--- src/rtl/kyber_reduce_sequencer.sv ---
// kyber_reduce_sequencer
// Initiator-side controller for the Kyber reduction core (x mod MODULUS).
// Takes coefficients from an upstream valid/ready stream and issues one
// start-pulse transaction per coefficient to the core. It then returns each
// reduced result downstream, in input order, on a valid/ready stream.
// Zero coefficients bypass the core. It counts polynomial batches and raises
// a sticky flag when the core does not respond.
//
// Ports
//   clk_i, rst_i         clock, synchronous active-high reset
//   in_valid_i/in_ready_o/in_data_i     upstream coefficient stream
//   core_start_o/core_x_o/core_m_o      request to the reduction core
//   core_valid_i/core_result_i          response from the reduction core
//   out_valid_o/out_ready_i/out_data_o  downstream result stream
//   batch_done_o         one-cycle pulse after every BATCH_LEN-th output
//   error_o              sticky core-timeout flag
module kyber_reduce_sequencer #(
    parameter int unsigned DATA_LENGTH  = 32,
    parameter int unsigned MODULUS      = 3329,
    parameter int unsigned BATCH_LEN    = 256,
    parameter int unsigned CORE_TIMEOUT = 64
) (
    input  logic                   clk_i,
    input  logic                   rst_i,
    input  logic                   in_valid_i,
    output logic                   in_ready_o,
    input  logic [DATA_LENGTH-1:0] in_data_i,
    output logic                   core_start_o,
    output logic [DATA_LENGTH-1:0] core_x_o,
    output logic [DATA_LENGTH-1:0] core_m_o,
    input  logic                   core_valid_i,
    input  logic [DATA_LENGTH-1:0] core_result_i,
    output logic                   out_valid_o,
    input  logic                   out_ready_i,
    output logic [DATA_LENGTH-1:0] out_data_o,
    output logic                   batch_done_o,
    output logic                   error_o
);

    localparam int unsigned BATCH_W = (BATCH_LEN > 1) ? $clog2(BATCH_LEN) : 1;
    localparam int unsigned TMO_W   = $clog2(CORE_TIMEOUT + 1);
    localparam logic [BATCH_W-1:0] BATCH_LAST = BATCH_W'(BATCH_LEN - 1);
    // Counter value in the last WAIT cycle before the timeout is declared.
    localparam logic [TMO_W-1:0]   TMO_LAST   = TMO_W'(CORE_TIMEOUT - 1);

    typedef enum logic [1:0] {
        IDLE  = 2'd0,
        ISSUE = 2'd1,
        WAIT  = 2'd2,
        OUT   = 2'd3
    } state_t;

    state_t                 state;
    state_t                 state_next;
    logic [DATA_LENGTH-1:0] x_next;
    logic [DATA_LENGTH-1:0] data_next;
    logic [TMO_W-1:0]       tmo_cnt;
    logic [TMO_W-1:0]       tmo_next;
    logic [BATCH_W-1:0]     batch_cnt;
    logic [BATCH_W-1:0]     batch_next;
    logic                   error_next;
    logic                   done_next;

    // The modulus is a constant tie-off, valid even during reset.
    assign core_m_o = DATA_LENGTH'(MODULUS);

    // Next-state and next-register-value logic.
    always_comb begin
        state_next = state;
        x_next     = core_x_o;
        data_next  = out_data_o;
        tmo_next   = tmo_cnt;
        batch_next = batch_cnt;
        error_next = error_o;
        done_next  = 1'b0;

        case (state)
            IDLE: begin
                if (in_valid_i && in_ready_o) begin
                    if (in_data_i != '0) begin
                        x_next     = in_data_i;
                        state_next = ISSUE;
                    end else begin
                        // 0 mod q is 0: skip the core entirely.
                        data_next  = '0;
                        state_next = OUT;
                    end
                end
            end
            ISSUE: begin
                tmo_next   = '0;
                state_next = WAIT;
            end
            WAIT: begin
                if (core_valid_i) begin
                    data_next  = core_result_i;
                    state_next = OUT;
                end else if (tmo_cnt == TMO_LAST) begin
                    // Core hung: drop this coefficient and keep going.
                    error_next = 1'b1;
                    tmo_next   = '0;
                    state_next = IDLE;
                end else begin
                    tmo_next = tmo_cnt + TMO_W'(1);
                end
            end
            OUT: begin
                if (out_ready_i) begin
                    if (batch_cnt == BATCH_LAST) begin
                        batch_next = '0;
                        done_next  = 1'b1;
                    end else begin
                        batch_next = batch_cnt + BATCH_W'(1);
                    end
                    state_next = IDLE;
                end
            end
            default: state_next = IDLE;
        endcase
    end

    // State and output registers; handshake outputs decode the next state.
    always_ff @(posedge clk_i) begin
        if (rst_i) begin
            state        <= IDLE;
            core_x_o     <= '0;
            out_data_o   <= '0;
            tmo_cnt      <= '0;
            batch_cnt    <= '0;
            error_o      <= 1'b0;
            batch_done_o <= 1'b0;
            in_ready_o   <= 1'b0;
            core_start_o <= 1'b0;
            out_valid_o  <= 1'b0;
        end else begin
            state        <= state_next;
            core_x_o     <= x_next;
            out_data_o   <= data_next;
            tmo_cnt      <= tmo_next;
            batch_cnt    <= batch_next;
            error_o      <= error_next;
            batch_done_o <= done_next;
            in_ready_o   <= (state_next == IDLE);
            core_start_o <= (state_next == ISSUE);
            out_valid_o  <= (state_next == OUT);
        end
    end

endmodule

--- config.mk ---
export PLATFORM = sky130hd
export DESIGN_NAME = kyber_reduce_sequencer
export DESIGN_NICKNAME = d
export VERILOG_FILES = /design/src/rtl/kyber_reduce_sequencer.sv
export SDC_FILE = /design/constraint.sdc
export NUM_CORES = 1
export LEC_CHECK = 0
export ABC_CLOCK_PERIOD_IN_PS = 1700
export CAP_MARGIN = 10
export CORE_ASPECT_RATIO = 1.5
export CORE_MARGIN = 2
export CORE_UTILIZATION = 25
export CTS_CLUSTER_SIZE = 24
export DETAILED_ROUTE_END_ITERATION = 12
export PLACE_DENSITY = 0.53
export SLEW_MARGIN = 5
export SYNTH_ARGS = -nofsm -noshare
export SYNTH_HDL_FRONTEND = slang
export SYNTH_SLANG_ARGS = --single-unit
--- constraint.sdc ---
create_clock -name clk_i -period 1.7 [get_ports clk_i]
set_input_delay 0.17 -clock clk_i [delete_from_list [all_inputs] [get_ports clk_i]]
set_output_delay 0.17 -clock clk_i [all_outputs]
set_load 0.1 [all_outputs]
==> out/metrics.yaml <==
status: "finished clean"
antenna_found_initial: 0
ctsHoldBuffers: 0
power.switching_uw: 2170
routedWlPerCell_um: 14.9
maxSlewViolCount: 0
holdWs_ns: 0.274
combPwrFrac: 0.291
first_global_vias: 3622
clk_path_buf_depth: 2
root_buffer: "clkbuf_16"
wl_um: 12200
synth_top_area_share: 0.412
leakage_uw: 0.00232
p_total_uw: 6100
ir_drop_mv: 0.404
htreeDepth: 3
rows: 57
ys.flop_type: "dfxtp_1"
clkSinkCount: 86
grt_pass1_wl_um: 18100
num_antenna_cells: 0
routed.top_layer: "met4"
fp.dieH_um: 162
yosys.cell_count.top_type: "dfxtp_1"
crit_path_max_fanout: 16
route.detailed.drc: 0
slowest_stage: "clkdlybuf4s50_1"
ant_nets: 0
synth_seq_cells: 86
area_delta_synth_final_pct: 47.2
critPathKind: "input port to register"
die_x_um: 110
synthesis.area_um2: 4180
p_int_uw: 3930
start_kind: "input port"
period_share: 0.968
finClkSkew_ns: 0.0115
core_area_um2: 16300
worstPathCellList: "clkdlybuf4s50_1 > nor4_2 > nand4_1 > buf_6 > o21ai_4 > clkbuf_16 > a311oi_1"
pwr-share-seq: 0.353
grt.total_usage: 0.130
grt_max_degree: 65
synthTopCellsByCount: "86 x dfxtp_1, 64 x nand2b_1, 42 x nand3_1"
insertion_delay_ns: 0.34
met1_length_um: 5030
cp-end-kind: "register"
synthDistinctLibCells: 45
netlist_instances: 462
initial_core_util: 0.257
cp_data_required_time_ns: 1.91
hp-class: "input port to register"
cts_tree: "built"
route.met3.wl_um: 813
clk_pin_slew_ns: 0.07
layout-drive-gt1-share: 0.224
max_cap_viol_count: 0
clock.fmax_mhz: 608
gp_congestion: 0.745
vias: 3885
nets: 677
synth_area_leaders: "dfxtp_1 41%, nand2b_1 9.6%, mux2i_1 7.7%, a311oi_1 6.7%, buf_4 5.8%"
clockPowerShare: 0.356
via_per_inst: 4.76
final_hold_viol_count: 0
drt_pre_antenna_iters: 4
ys_warn_count: 0
dp_hpwl_um: 8330
async_reset_ff_frac: 0
ios: 170
numCtsBuffers: 9
yosysTopAreaCell: "dfxtp_1"
overflow: 0
wl_met2_um: 6210
portBuffers: 137
max_stage_delay_ns: 0.45
synth_area_per_cell_um2: 9.04
finalSetupViolCount: 0
p_per_area_nw_per_um2: 992
synth_edf_count: 0
arrival_ns: 1.86
synth-seq-area-share: 0.412
fin_crit_ns: 1.65
p_sw_frac: 0.356
drtIter0Drc: 167
dieArea_um2: 17800
utilization: 0.378
[cell families (layout without fill, tap and decap cells)]
family / after synthesis / in the layout / synth area share
mux: 32 / 32 / 0.0767
simple gates: 165 / 165 / 0.220
flops: 86 / 86 / 0.412
buf+inv: 78 / 197 / 0.112
other cells: 2 / 32 / 0.00180
compound gates: 90 / 90 / 0.158
fa+ha+maj: 2 / 2 / 0.00599
xor+xnor: 7 / 7 / 0.0147
[layout make-up]
cell class / instances / area [µm²]
sequential: 86 / 1720
tap: 206 / 258
fill: 1639 / 10100
clock buffer: 11 / 243
multi-input combinational: 328 / 2150
clock inverter: 5 / 82.6
timing repair buffer: 175 / 1670
inverter: 6 / 22.5
[layer usage]
| metal | GRT usage | vias up |
|---|---|---|
| li1 | - | 1898 |
| met1 | 0.156 | 1830 |
| met2 | 0.222 | 147 |
| met3 | 0.0277 | 10 |
| met4 | 0.0524 | 0 |
| met5 | 0 | - |
[critical path: cells and delay by family]
family | cells | cell delay, ns
AO/OA/AOI/OAI | 2 | 0.35
buffers and inverters | 3 | 0.85
AND/OR/NAND/NOR | 2 | 0.45
[flip-flops by register name (all words and copies together), names as in the netlist]
register and count:
batch_cnt 8, out_valid_o 1, core_x_o 32, tmo_cnt 7, core_start_o 1, batch_done_o 1, in_ready_o 1, out_data_o 32
error_o 1, state 2
[through the flow]
step / TNS (ns) / cell area [µm²] / instances / worst slack, ns
3_5_place_dp: -21.47 / 5680 / 796 / -0.350
4_1_cts: 0 / 6000 / 812 / 0.00230
5_1_grt: -0.00466 / 6150 / 817 / -0.00259
3_3_place_gp: -19.69 / 5680 / 796 / -0.346
6_report: 0 / 6150 / 817 / 0.0545
2_1_floorplan: 0 / 4290 / 492 / 0.0602
[repair_timing]
item	CTS	global route
buffers inserted	0	2
setup endpoints to repair	1	68
resized for setup	1	12
pin swaps	0	3
gates cloned	0	3
[final timing paths]
check	start	end	slack, ns	cells past startpoint
setup / recovery	in_data_i[30]	out_data_o[5]$_SDFFE_PP0P_	0.05	7
setup reg to reg	tmo_cnt[1]$_SDFFE_PP0P_	in_ready_o$_SDFF_PP0_	0.13	5
hold reg to reg	core_x_o[28]$_SDFFE_PP0P_	core_x_o[28]$_SDFFE_PP0P_	0.48	2
hold / removal	in_data_i[31]	core_x_o[31]$_SDFFE_PP0P_	0.27	4
[power groups by stage]
stage | logic (µW) | clock network (µW) | registers (µW)
floorplan | 757 | 0 | 2750
global placement | 1720 | 0 | 2200
detailed placement | 1730 | 0 | 2200
CTS | 1730 | 2230 | 2150
global route | 1860 | 2320 | 2160
finish | 1780 | 2170 | 2150
[cell usage in the layout (no fill, tap or decap), types with 3 or more instances in the layout]
cell type,instances
xor2_1,3
buf_4,92
nor2_1,16
or3_1,3
a31oi_1,32
clkbuf_16,12
nor4_2,4
conb_1,32
nand2_1,11
mux2i_1,32
xnor2_1,4
dlymetal6s2s_1,3
nand2b_1,64
clkdlybuf4s50_1,64
a21oi_1,7
nand4_1,5
buf_12,10
nor3_1,3
dfxtp_1,84
and3_1,4
inv_1,6
nor4_1,4
nor2b_1,3
a311oi_1,32
nand3_1,42
Power figures use the tool's default switching activity.
